$ cat config.mk
export PLATFORM = sky130hd
export DESIGN_NAME = text_fetch
export DESIGN_NICKNAME = d
export VERILOG_FILES = /design/src/rtl/text_fetch.sv
export SDC_FILE = /design/constraint.sdc
export NUM_CORES = 1
export LEC_CHECK = 0
export CAP_MARGIN = 15
export CORE_UTILIZATION = 48
export DETAILED_ROUTE_END_ITERATION = 16
export GPL_TIMING_DRIVEN = 1
export PLACE_DENSITY = 0.85
export SLEW_MARGIN = 20
export SYNTH_ARGS = -nofsm -noshare
export SYNTH_HDL_FRONTEND = slang
export SYNTH_SLANG_ARGS = --single-unit
export TNS_END_PERCENT = 100
$ cat constraint.sdc
create_clock -name i_clk -period 1.81 [get_ports i_clk]
set_clock_uncertainty 0.05 [all_clocks]
set_input_delay 0.181 -clock i_clk [delete_from_list [all_inputs] [get_ports i_clk]]
set_output_delay 0.181 -clock i_clk [all_outputs]
set_load 0.005 [all_outputs]
$ cat src/rtl/text_fetch.sv
// text_fetch: walks 8x8 cells of the text grid, reads one char code per cell line from text RAM
// and presents char/column/row/blank pixel-aligned, two cycles after i_active is sampled.
module text_fetch #(
  parameter int COLS   = 80,
  parameter int ROWS   = 60,
  parameter int ADDR_W = 13
) (
  input  logic              i_clk,
  input  logic              i_rst,
  input  logic              i_frame_start,
  input  logic              i_active,
  output logic [ADDR_W-1:0] o_ram_addr,
  output logic              o_ram_rd,
  input  logic [7:0]        i_ram_data,
  output logic [7:0]        o_char,
  output logic [2:0]        o_column,
  output logic [2:0]        o_row,
  output logic              o_blank
);
  localparam int CW = $clog2(COLS + 1);
  localparam int RW = $clog2(ROWS + 1);
  typedef enum logic {IDLE, FRAME} state_t;
  state_t state, state_n;
  logic [2:0] px, py, px_c, py_c, px1, py1, px2, py2;
  logic [CW-1:0] col, col_c;
  logic [RW-1:0] row, row_c;
  logic [ADDR_W-1:0] row_base, base_c;
  logic active_d, in_text, rd_c, v1, v2, rd_d;
  logic [7:0] char_hold;
  // A frame-start pixel is fetched as the first cell of the frame.
  always_comb begin
    state_n = i_frame_start ? FRAME : state;
    px_c    = i_frame_start ? '0 : px;
    py_c    = i_frame_start ? '0 : py;
    col_c   = i_frame_start ? '0 : col;
    row_c   = i_frame_start ? '0 : row;
    base_c  = i_frame_start ? '0 : row_base;
    in_text = (state == FRAME || i_frame_start) && i_active && col_c < CW'(COLS) && row_c < RW'(ROWS);
    rd_c    = in_text && px_c == 3'd0;
  end
  always_ff @(posedge i_clk)
    if (i_rst) state <= IDLE;
    else state <= state_n;
  always_ff @(posedge i_clk) begin
    if (i_rst) begin
      px <= '0;
      py <= '0;
      col <= '0;
      row <= '0;
      row_base <= '0;
      active_d <= 1'b0;
    end else begin
      active_d <= i_active;
      if (i_frame_start) begin
        px <= '0;
        py <= '0;
        col <= '0;
        row <= '0;
        row_base <= '0;
      end else if (state == FRAME) begin
        if (i_active) begin
          px <= px + 3'd1;
          if (px == 3'd7 && col < CW'(COLS)) col <= col + CW'(1);
        end else if (active_d) begin
          px <= '0;
          col <= '0;
          py <= py + 3'd1;
          if (py == 3'd7 && row < RW'(ROWS)) begin
            row <= row + RW'(1);
            row_base <= row_base + ADDR_W'(COLS);
          end
        end
      end
    end
  end
  always_ff @(posedge i_clk) begin
    if (i_rst) begin
      o_ram_rd <= 1'b0;
      o_ram_addr <= '0;
      v1 <= 1'b0;
      v2 <= 1'b0;
      rd_d <= 1'b0;
      px1 <= '0;
      py1 <= '0;
      px2 <= '0;
      py2 <= '0;
      char_hold <= '0;
      o_char <= '0;
      o_column <= '0;
      o_row <= '0;
      o_blank <= 1'b1;
    end else begin
      o_ram_rd <= rd_c;
      if (rd_c) o_ram_addr <= base_c + ADDR_W'(col_c);
      v1 <= in_text;
      px1 <= px_c;
      py1 <= py_c;
      rd_d <= o_ram_rd;
      v2 <= v1;
      px2 <= px1;
      py2 <= py1;
      if (rd_d) char_hold <= i_ram_data;
      o_char <= rd_d ? i_ram_data : char_hold;
      o_column <= px2;
      o_row <= py2;
      o_blank <= ~v2;
    end
  end
endmodule

==> impl_metrics.ini, run 1 <==
[power]
cell_internal_pwr_mw = 2.37
share_comb_of_total_power_pct = 5.0
netSwitchingPower_uw = 706
p_leak_nw = 1.43
fraction_of_power_consumed_by_the_clock_network_pct = 41.2
share_of_total_power_consumed_by_net_switching_pct = 23.0
vdd_ir_drop_max_mv = 0.601
power.share.sequential_pct = 53.8
power.density_cell_area_mw_per_mm2 = 814

[sta]
hold_viol = 0
period_utilization_pct = 96.5
clock.fmax_ghz = 0.573
timing.final.crit_period_ps = 1750
final-max-slew-violation-count = 0
slew_headroom_pct = 70.9
whs_ps = 331
setup_slack_ps = 63.3
timing_worst_slew_pin_value_ps = 435
setup_violations = 0
grt_setup_unrepaired = yes

[cells_and_area]
nNetsFinal = 391
stdcell_count = 449
diodes = 0
leading_cell_types_in_the_layout_fill_and_taps_excluded = dfxtp_1 (71), clkdlybuf4s50_1 (39), nor2_1 (36), nand2_1 (30), buf_4 (22)
ff_latch_area_mm2 = 0.00149
multi_input_comb_area_mm2 = 0.00140
area_growth_syn_to_layout_pct = 28.8
share_of_post_route_cells_with_drive_strength_above_1_pct = 13.4
fill_cells = 492
final_common_cell = dfxtp_1
fin_area_mm2 = 0.00378

[clocking]
cts_setup_buffers = 0
htree_num_levels = 3
clock-sinks = 74
clock_tree_from_tritoncts = built
tritoncts.num_buffers = 9
ctsRootBufferMaster = clkbuf_8
hold_buffers = 0
worst_skew_pair.late_latency_ps = 350
post_cts_resize_count = 0
largest_buffer_count_on_any_clock_path = 2
clk_transition_reported_paths_ps = 80

[run]
max_cap_violations = 0

[setup_path]
r2r_start = row_base[4]
worstRegToRegCells = 7
timing.critical_path.arrival_ps = 1940
crit_path_start = row_base[4]
cp-endpoint = o_ram_addr[10]
crit_fanout = 4
ff2ff_setup_slack_ps = 60
cp_data_required_time_ps = 2000
crit_type = reg -> reg
critPathLaunchType = flip-flop
critPathCaptureType = flip-flop
regToRegEndpoint = o_ram_addr[10]

[route]
routedWlPerCell_um = 12.4
violation_count_after_the_first_detailed_route_iteration = 116
residual_drc = 0
detailedRoute.firstPassIterationCount = 4
route.detailed.vias_per_inst = 5.17
ant_nets = 0
routed-via-count = 2323
wirelength_um = 5570

[global_route]
grtUsageTotal_pct = 19.4
initial_antenna_violation_count = 0
grt_max_degree = 38
grt_first_pass_wirelength_um = 9360
globalRouteOverflowTotal = 0
vias_in_the_first_global_route = 2172

[floorplan]
floorplan.initialDensity_pct = 49.5
dieHeight_um = 80.2
ioPinCount = 41
core-area_mm2 = 0.00592
dieArea_mm2 = 0.00643
die_w_um = 80.2
placementRows = 28

[status]
status = complete, no violations

[synthesis]
ys.warnings.count = 0
syn_area_per_cell_um2 = 9.43
ys_seq_area_share_pct = 50.5
synthesis.nets = 333
postSynthRegisterBits = 74
syn_area_mm2 = 0.00293
instance_count_of_the_mapped_netlist = 311
yosysUniqueCellTypes = 43

[placement]
dp.cells = 433
detailedPlace.worstSlack_ps = -389
buffers_added_on_ports = 40
place_area_mm2 = 0.00354
detailedPlacementHpwl_um = 4030
gp_congestion = 0.818

[hold_path]
timing.hold.worst_path_depth = 1
hold_path.class = reg -> reg
## synth_stat cells (all sizes together)
master | n | area, µm²
and3 | 5 | 36.3
a31o | 1 | 8.76
or2 | 3 | 18.8
inv | 2 | 7.51
or3 | 3 | 18.8
nand4bb | 1 | 11.3
clkbuf | 8 | 30.0
dfxtp | 74 | 1480
and3b | 1 | 8.76
ha | 10 | 125
a21oi | 22 | 110
mux2i | 8 | 80.1
o211ai | 1 | 7.51
nor2 | 37 | 146
and4b | 1 | 10.0
nand3 | 8 | 40.0
nand2 | 31 | 119
nor2b | 21 | 131
and2 | 6 | 37.5
o32ai | 1 | 8.76
xnor2 | 7 | 61.3
o21a | 1 | 7.51
nand2b | 1 | 6.26
nand4b | 1 | 8.76
o21ba | 1 | 10.0
nand4 | 9 | 56.3
o21ai | 7 | 35.0
o2bb2ai | 5 | 43.8
xor2 | 14 | 123
a211o | 2 | 17.5
nand3b | 4 | 30.0
buf | 8 | 46.3
a21o | 2 | 15.0
nor3 | 2 | 10.0
a211oi | 1 | 7.51
a32oi | 2 | 17.5
## worst min-delay path by stage
stage                              end  slack, ps          start
after CTS                      o_blank        340             v2
after global placement         o_blank        310             v2
after detailed placement       o_blank        320             v2
final                          o_blank        330             v2
after global routing           o_blank        350             v2
after floorplan           char_hold[0]        280  i_ram_data[0]
## critical path, stage by stage, from the launching register on
cell and delay (ps):
dfxtp_2 350, nor2b_1 140, ha_1 210, ha_1 200, a211o_1 340, nand4_1 120
xor2_1 160, o2bb2ai_1 80
## state kept, by name, summed over array words and instances (netlist names), 6 cells and up
signal / count
o_ram_addr: 13
row_base: 9
char_hold: 8
col: 7
row: 6
## through the flow
| step | utilization, % | setup TNS [ps] | power (mW) |
|---|---|---|---|
| after global routing | 63.8 | -9.03 | 3.20 |
| after floorplan | - | 0 | 1.77 |
| after CTS | 63.1 | 0 | 3.11 |
| after global placement | 59.7 | -2470 | 1.84 |
| final | 63.8 | 0 | 3.07 |
| after detailed placement | 59.7 | -3330 | 1.84 |
## power by group through the flow
stage	clock network [mW]	registers (mW)	logic [mW]
final	1.27	1.65	0.155
after global routing	1.37	1.65	0.173
after CTS	1.30	1.65	0.154
after detailed placement	0	1.69	0.153
after global placement	0	1.69	0.150
after floorplan	0	1.69	0.0785
## final cells by class
class                           count  area share [%]
Clock buffer                        9            3.28
Clock inverter                      7            2.09
Inverter                            2           0.199
Multi-Input combinational cell    219            37.0
Sequential cell                    74            39.3
Tap cell                           75            2.49
Timing Repair Buffer               63            15.6
## logic make-up (layout without fill, tap and decap cells)
kind of cell	count (synthesis)	in the layout	synth area share [%]
AOI/OAI and AO/OA	46	46	9.86
xor gates and xnor gates	21	21	6.27
adders and majority gates	10	10	4.27
buffers and inverters	18	81	2.86
DFF	74	74	50.5
muxes	8	8	2.73
and+or+nand+nor	134	134	23.5
## layer usage
layer  track usage, %  wire length [µm]
met4             8.21                87
met2             34.2              2760
met1             20.5              2400
met3             7.73               323
met5                0                 0
Power figures use the tool's default switching activity.
==> run 2, diff against run 1 <==
Settings changed: PLACE_DENSITY 0.85 to default, PLACE_DENSITY_LB_ADDON from default to 0.2.
==> impl_metrics.ini, run 2 (synthesis results as in run 1) <==
[setup_path]
crit_fanout = 3
critical_path.slowest_cell = dfxtp_2
ff2ff_setup_slack_ps = 80
critical-path-max-stage-delay_ps = 330
r2r_start = col[6]
crit_family = simple AND/OR/NAND/NOR gates
critPathCaptureType = flip-flop
worstRegToRegCells = 7
timing.critical_path.arrival_ps = 1920
crit_type = reg -> reg
cp_data_required_time_ps = 2000
critPathBufInv = 0
critPathLaunchType = flip-flop
worstPathCellList = nor2b_4 > ha_4 > and4b_1 > a211o_1 > nand4_1 > xor2_1 > o2bb2ai_1
regToRegEndpoint = o_ram_addr[10]

[status]
status = complete, no violations

[power]
cell_internal_pwr_mw = 2.58
share_of_total_power_consumed_by_net_switching_pct = 21.1
vdd_ir_drop_max_mv = 0.530
power.density_cell_area_mw_per_mm2 = 849
power.share.sequential_pct = 50.6
netSwitchingPower_uw = 691
share_comb_of_total_power_pct = 4.7
finalPower_mw = 3.27
fraction_of_power_consumed_by_the_clock_network_pct = 44.7
p_leak_nw = 1.47

[cells_and_area]
diodes = 0
area_growth_syn_to_layout_pct = 31.4
share_of_post_route_cells_with_drive_strength_above_1_pct = 15.5
final_common_cell = dfxtp_1
nNetsFinal = 398
largest_reg_flops = 13
fin_area_mm2 = 0.00385
biggestRegsByFlops = o_ram_addr (13), row_base (9), char_hold (8)
registers.top_by_ff_count = o_ram_addr
leading_cell_types_in_the_layout_fill_and_taps_excluded = dfxtp_1 (71), clkdlybuf4s50_1 (39), nor2_1 (36), nand2_1 (30), buf_4 (30)

[placement]
buffers_added_on_ports = 40
place_area_mm2 = 0.00357
detailedPlacementHpwl_um = 3940
gp_congestion = 0.781
detailedPlace.worstSlack_ps = -425

[global_route]
initial_antenna_violation_count = 0
globalRouteOverflowTotal = 0
grtUsageTotal_pct = 19.3
grt_first_pass_wirelength_um = 9280
grt_max_degree = 27
vias_in_the_first_global_route = 2064

[route]
routedWlPerCell_um = 12.2
residual_drc = 0
wirelength_um = 5550
ant_nets = 0
violation_count_after_the_first_detailed_route_iteration = 123
detailedRoute.firstPassIterationCount = 4
routed-via-count = 2294
route.detailed.vias_per_inst = 5.03

[sta]
hold_viol = 0
final-max-slew-violation-count = 0
clock.fmax_ghz = 0.578
whs_ps = 335
setup_violations = 0
grt_setup_unrepaired = no
period_utilization_pct = 95.6
fin_setup_tns_ps = 0
slew_headroom_pct = 70.0
timing.final.crit_period_ps = 1730
setup_slack_ps = 80.3
timing_worst_slew_pin_value_ps = 450

[floorplan]
die_w_um = 80.2
ioPinCount = 41
dieArea_mm2 = 0.00643
dieHeight_um = 80.2
core-area_mm2 = 0.00592
floorplan.initialDensity_pct = 49.5
placementRows = 28

[clocking]
clock-sinks = 74
ctsRootBufferMaster = clkbuf_8
htree_num_levels = 3
tritoncts.num_buffers = 9
largest_buffer_count_on_any_clock_path = 2
clock_tree_from_tritoncts = built
clk_transition_reported_paths_ps = 80
worst_skew_pair.late_latency_ps = 340
hold_buffers = 0

[hold_path]
timing.hold.worst_path_depth = 1
hold_path.class = reg -> reg
min-delay-start = v2
min_delay_worst_endpoint = o_blank

[run]
max_cap_violations = 0
==> run 2: per-layer routing <==
| metal | track usage [%] | routed length [µm] |
|---|---|---|
| met1 | 22.4 | 2520 |
| met2 | 32.3 | 2640 |
| met3 | 5.11 | 243 |
| met4 | 10.2 | 146 |
| met5 | 0 | 0 |
==> run 2: cell type report <==
| type | count | area, µm² |
|---|---|---|
| fillers | 492 | 2070 |
| flip-flops and latches | 74 | 1490 |
| multi-input cells | 219 | 1410 |
| repair buffers | 70 | 624 |
| clock buffers | 11 | 151 |
| well taps | 75 | 93.8 |
| clock inverters | 5 | 85.1 |
| inverters | 2 | 7.51 |
==> run 2: what timing repair did <==
action,in CTS,in global routing
pin swaps,0,4
buffers inserted,0,1
endpoints found under the setup margin,3,7
resized for setup,1,11
==> run 2: through the flow <==
step / utilization, % / instances
floorplan: - / 311
global placement: 60.3 / 439
detailed placement: 60.3 / 439
CTS: 64.2 / 455
global route: 65.1 / 456
finish: 65.1 / 456
==> run 2: how the worst max path moves through the flow <==
| stage | start | endpoint | cells past startpoint |
|---|---|---|---|
| 2_1_floorplan | i_frame_start | o_ram_addr[10] | 9 |
| 3_3_place_gp | i_frame_start | o_ram_addr[10] | 8 |
| 3_5_place_dp | i_frame_start | o_ram_addr[10] | 8 |
| 4_1_cts | col[6] | o_ram_addr[10] | 7 |
| 5_1_grt | row_base[4] | o_ram_addr[10] | 7 |
| 6_report | col[6] | o_ram_addr[10] | 7 |
==> run 2: power groups by stage <==
| stage | clock [mW] | combinational (mW) | sequential [mW] |
|---|---|---|---|
| 2_1_floorplan | 0 | 0.0785 | 1.69 |
| 3_3_place_gp | 0 | 0.154 | 1.69 |
| 3_5_place_dp | 0 | 0.154 | 1.69 |
| 4_1_cts | 1.50 | 0.154 | 1.65 |
| 5_1_grt | 1.56 | 0.173 | 1.66 |
| 6_report | 1.46 | 0.155 | 1.65 |
==> run 3, diff against run 2 <==
Settings changed: CAP_MARGIN 15 to default, CORE_UTILIZATION 48 to 51, CTS_BUF_LIST from default to sky130_fd_sc_hd__clkbuf_4 sky130_fd_sc_hd__clkbuf_8.
==> impl_metrics.ini, run 3 (synthesis results as in run 1) <==
[sta]
clock.fmax_ghz = 0.577
whs_ps = 330
hold_viol = 0
fin_setup_tns_ps = 0
setup_slack_ps = 78.3
slew_headroom_pct = 70.3
timing_worst_slew_pin_value_ps = 445
period_utilization_pct = 95.7
final-max-slew-violation-count = 0
timing.final.crit_period_ps = 1730
setup_violations = 0

[placement]
gp_congestion = 0.788
dp.cells = 433
place_area_mm2 = 0.00355
buffers_added_on_ports = 40
detailedPlacementHpwl_um = 3880
detailedPlace.worstSlack_ps = -344

[power]
share_comb_of_total_power_pct = 4.8
finalPower_mw = 3.18
netSwitchingPower_uw = 660
power.share.sequential_pct = 52.0
p_leak_nw = 1.46
cell_internal_pwr_mw = 2.52
fraction_of_power_consumed_by_the_clock_network_pct = 43.2
vdd_ir_drop_max_mv = 0.405
power.density_cell_area_mw_per_mm2 = 834
share_of_total_power_consumed_by_net_switching_pct = 20.7

[clocking]
clock-sinks = 74
htree_num_levels = 3
largest_buffer_count_on_any_clock_path = 2
clock_tree_from_tritoncts = built
tritoncts.num_buffers = 9
worst_skew_pair.late_latency_ps = 340
ctsRootBufferMaster = clkbuf_8
clk_transition_reported_paths_ps = 70

[floorplan]
floorplan.initialDensity_pct = 52.9
placementRows = 27
ioPinCount = 41
core-area_mm2 = 0.00554
dieHeight_um = 77.8
die_w_um = 77.8
dieArea_mm2 = 0.00606

[cells_and_area]
fin_area_mm2 = 0.00381
final_common_cell = dfxtp_1
multi_input_comb_area_mm2 = 0.00141
stdcell_count = 448
leading_cell_types_in_the_layout_fill_and_taps_excluded = dfxtp_1 (71), clkdlybuf4s50_1 (39), nor2_1 (35), nand2_1 (30), buf_4 (25)
fill_cells = 469
ff_latch_area_mm2 = 0.00149
area_growth_syn_to_layout_pct = 30.1
registers.top_by_ff_count = o_ram_addr
biggestRegsByFlops = o_ram_addr (13), row_base (9), char_hold (8)
diodes = 0
nNetsFinal = 394
finish.utilization_pct = 68.9
share_of_post_route_cells_with_drive_strength_above_1_pct = 14.4
largest_reg_flops = 13

[global_route]
globalRouteOverflowTotal = 0
grtUsageTotal_pct = 19.9
grtUsageMet3_pct = 5.06
initial_antenna_violation_count = 0
routing_usage_on_met2_pct = 33.9
groute.layer.met1.usage_pct = 22.0
busiest_layer = met2
grt_max_degree = 24
grt_first_pass_wirelength_um = 9290
vias_in_the_first_global_route = 2118

[route]
ant_nets = 0
route.detailed.vias_per_inst = 5.16
residual_drc = 0
violation_count_after_the_first_detailed_route_iteration = 117
detailedRoute.firstPassIterationCount = 4
routed-via-count = 2310
routedWlPerCell_um = 12.4
wirelength_um = 5550

[setup_path]
timing.critical_path.arrival_ps = 1920
crit_fanout = 3
cp_data_required_time_ps = 1990
critPathCaptureType = flip-flop
critPathLaunchType = flip-flop
crit_type = reg -> reg

[hold_path]
hold_path.class = reg -> reg

[status]
status = complete, no violations

[run]
max_cap_violations = 0
## run 3: cell type report
class                   instances  area share, %
repair buffers                 66           16.0
multi-input cells             219           36.8
inverters                       2          0.197
clock buffers                  10           3.61
well taps                      72           2.36
clock inverters                 5           2.07
flip-flops and latches         74           38.9
## run 3: worst paths after layout
kind,from,end,slack [ps],cells after the start
worst min register to register,v2,o_blank,330,1
worst max-delay path,col[5],o_ram_addr[10],80,7
worst max register to register,col[5],o_ram_addr[10],80,7
worst min-delay path,v2,o_blank,330,1
## run 3: routing by layer
metal	part of all wire (%)	up-vias
li1	-	1178
met1	45	1062
met2	49	54
met3	3.7	16
met4	2.4	0
met5	0	-
## run 3: power by group through the flow
| stage | sequential (mW) | clock (mW) | combinational, mW |
|---|---|---|---|
| 6_report | 1.65 | 1.38 | 0.153 |
| 5_1_grt | 1.66 | 1.49 | 0.167 |
| 4_1_cts | 1.65 | 1.42 | 0.153 |
| 3_5_place_dp | 1.69 | 0 | 0.152 |
| 3_3_place_gp | 1.69 | 0 | 0.150 |
| 2_1_floorplan | 1.69 | 0 | 0.0785 |
## run 3: timing repair
action,in CTS,in global routing
endpoints found under the setup margin,0,7
resized for setup,0,11
hold buffers,0,0
setup buffers,0,0
endpoints found under the hold margin,0,0
## run 3: worst max-delay path, cell delays in order (launching register included)
cell and delay (ps):
dfxtp_1 330, xor2_1 180, nor2b_1 150, ha_1 220, a211o_1 340, nand4_1 120, xor2_1 150, o2bb2ai_1 80
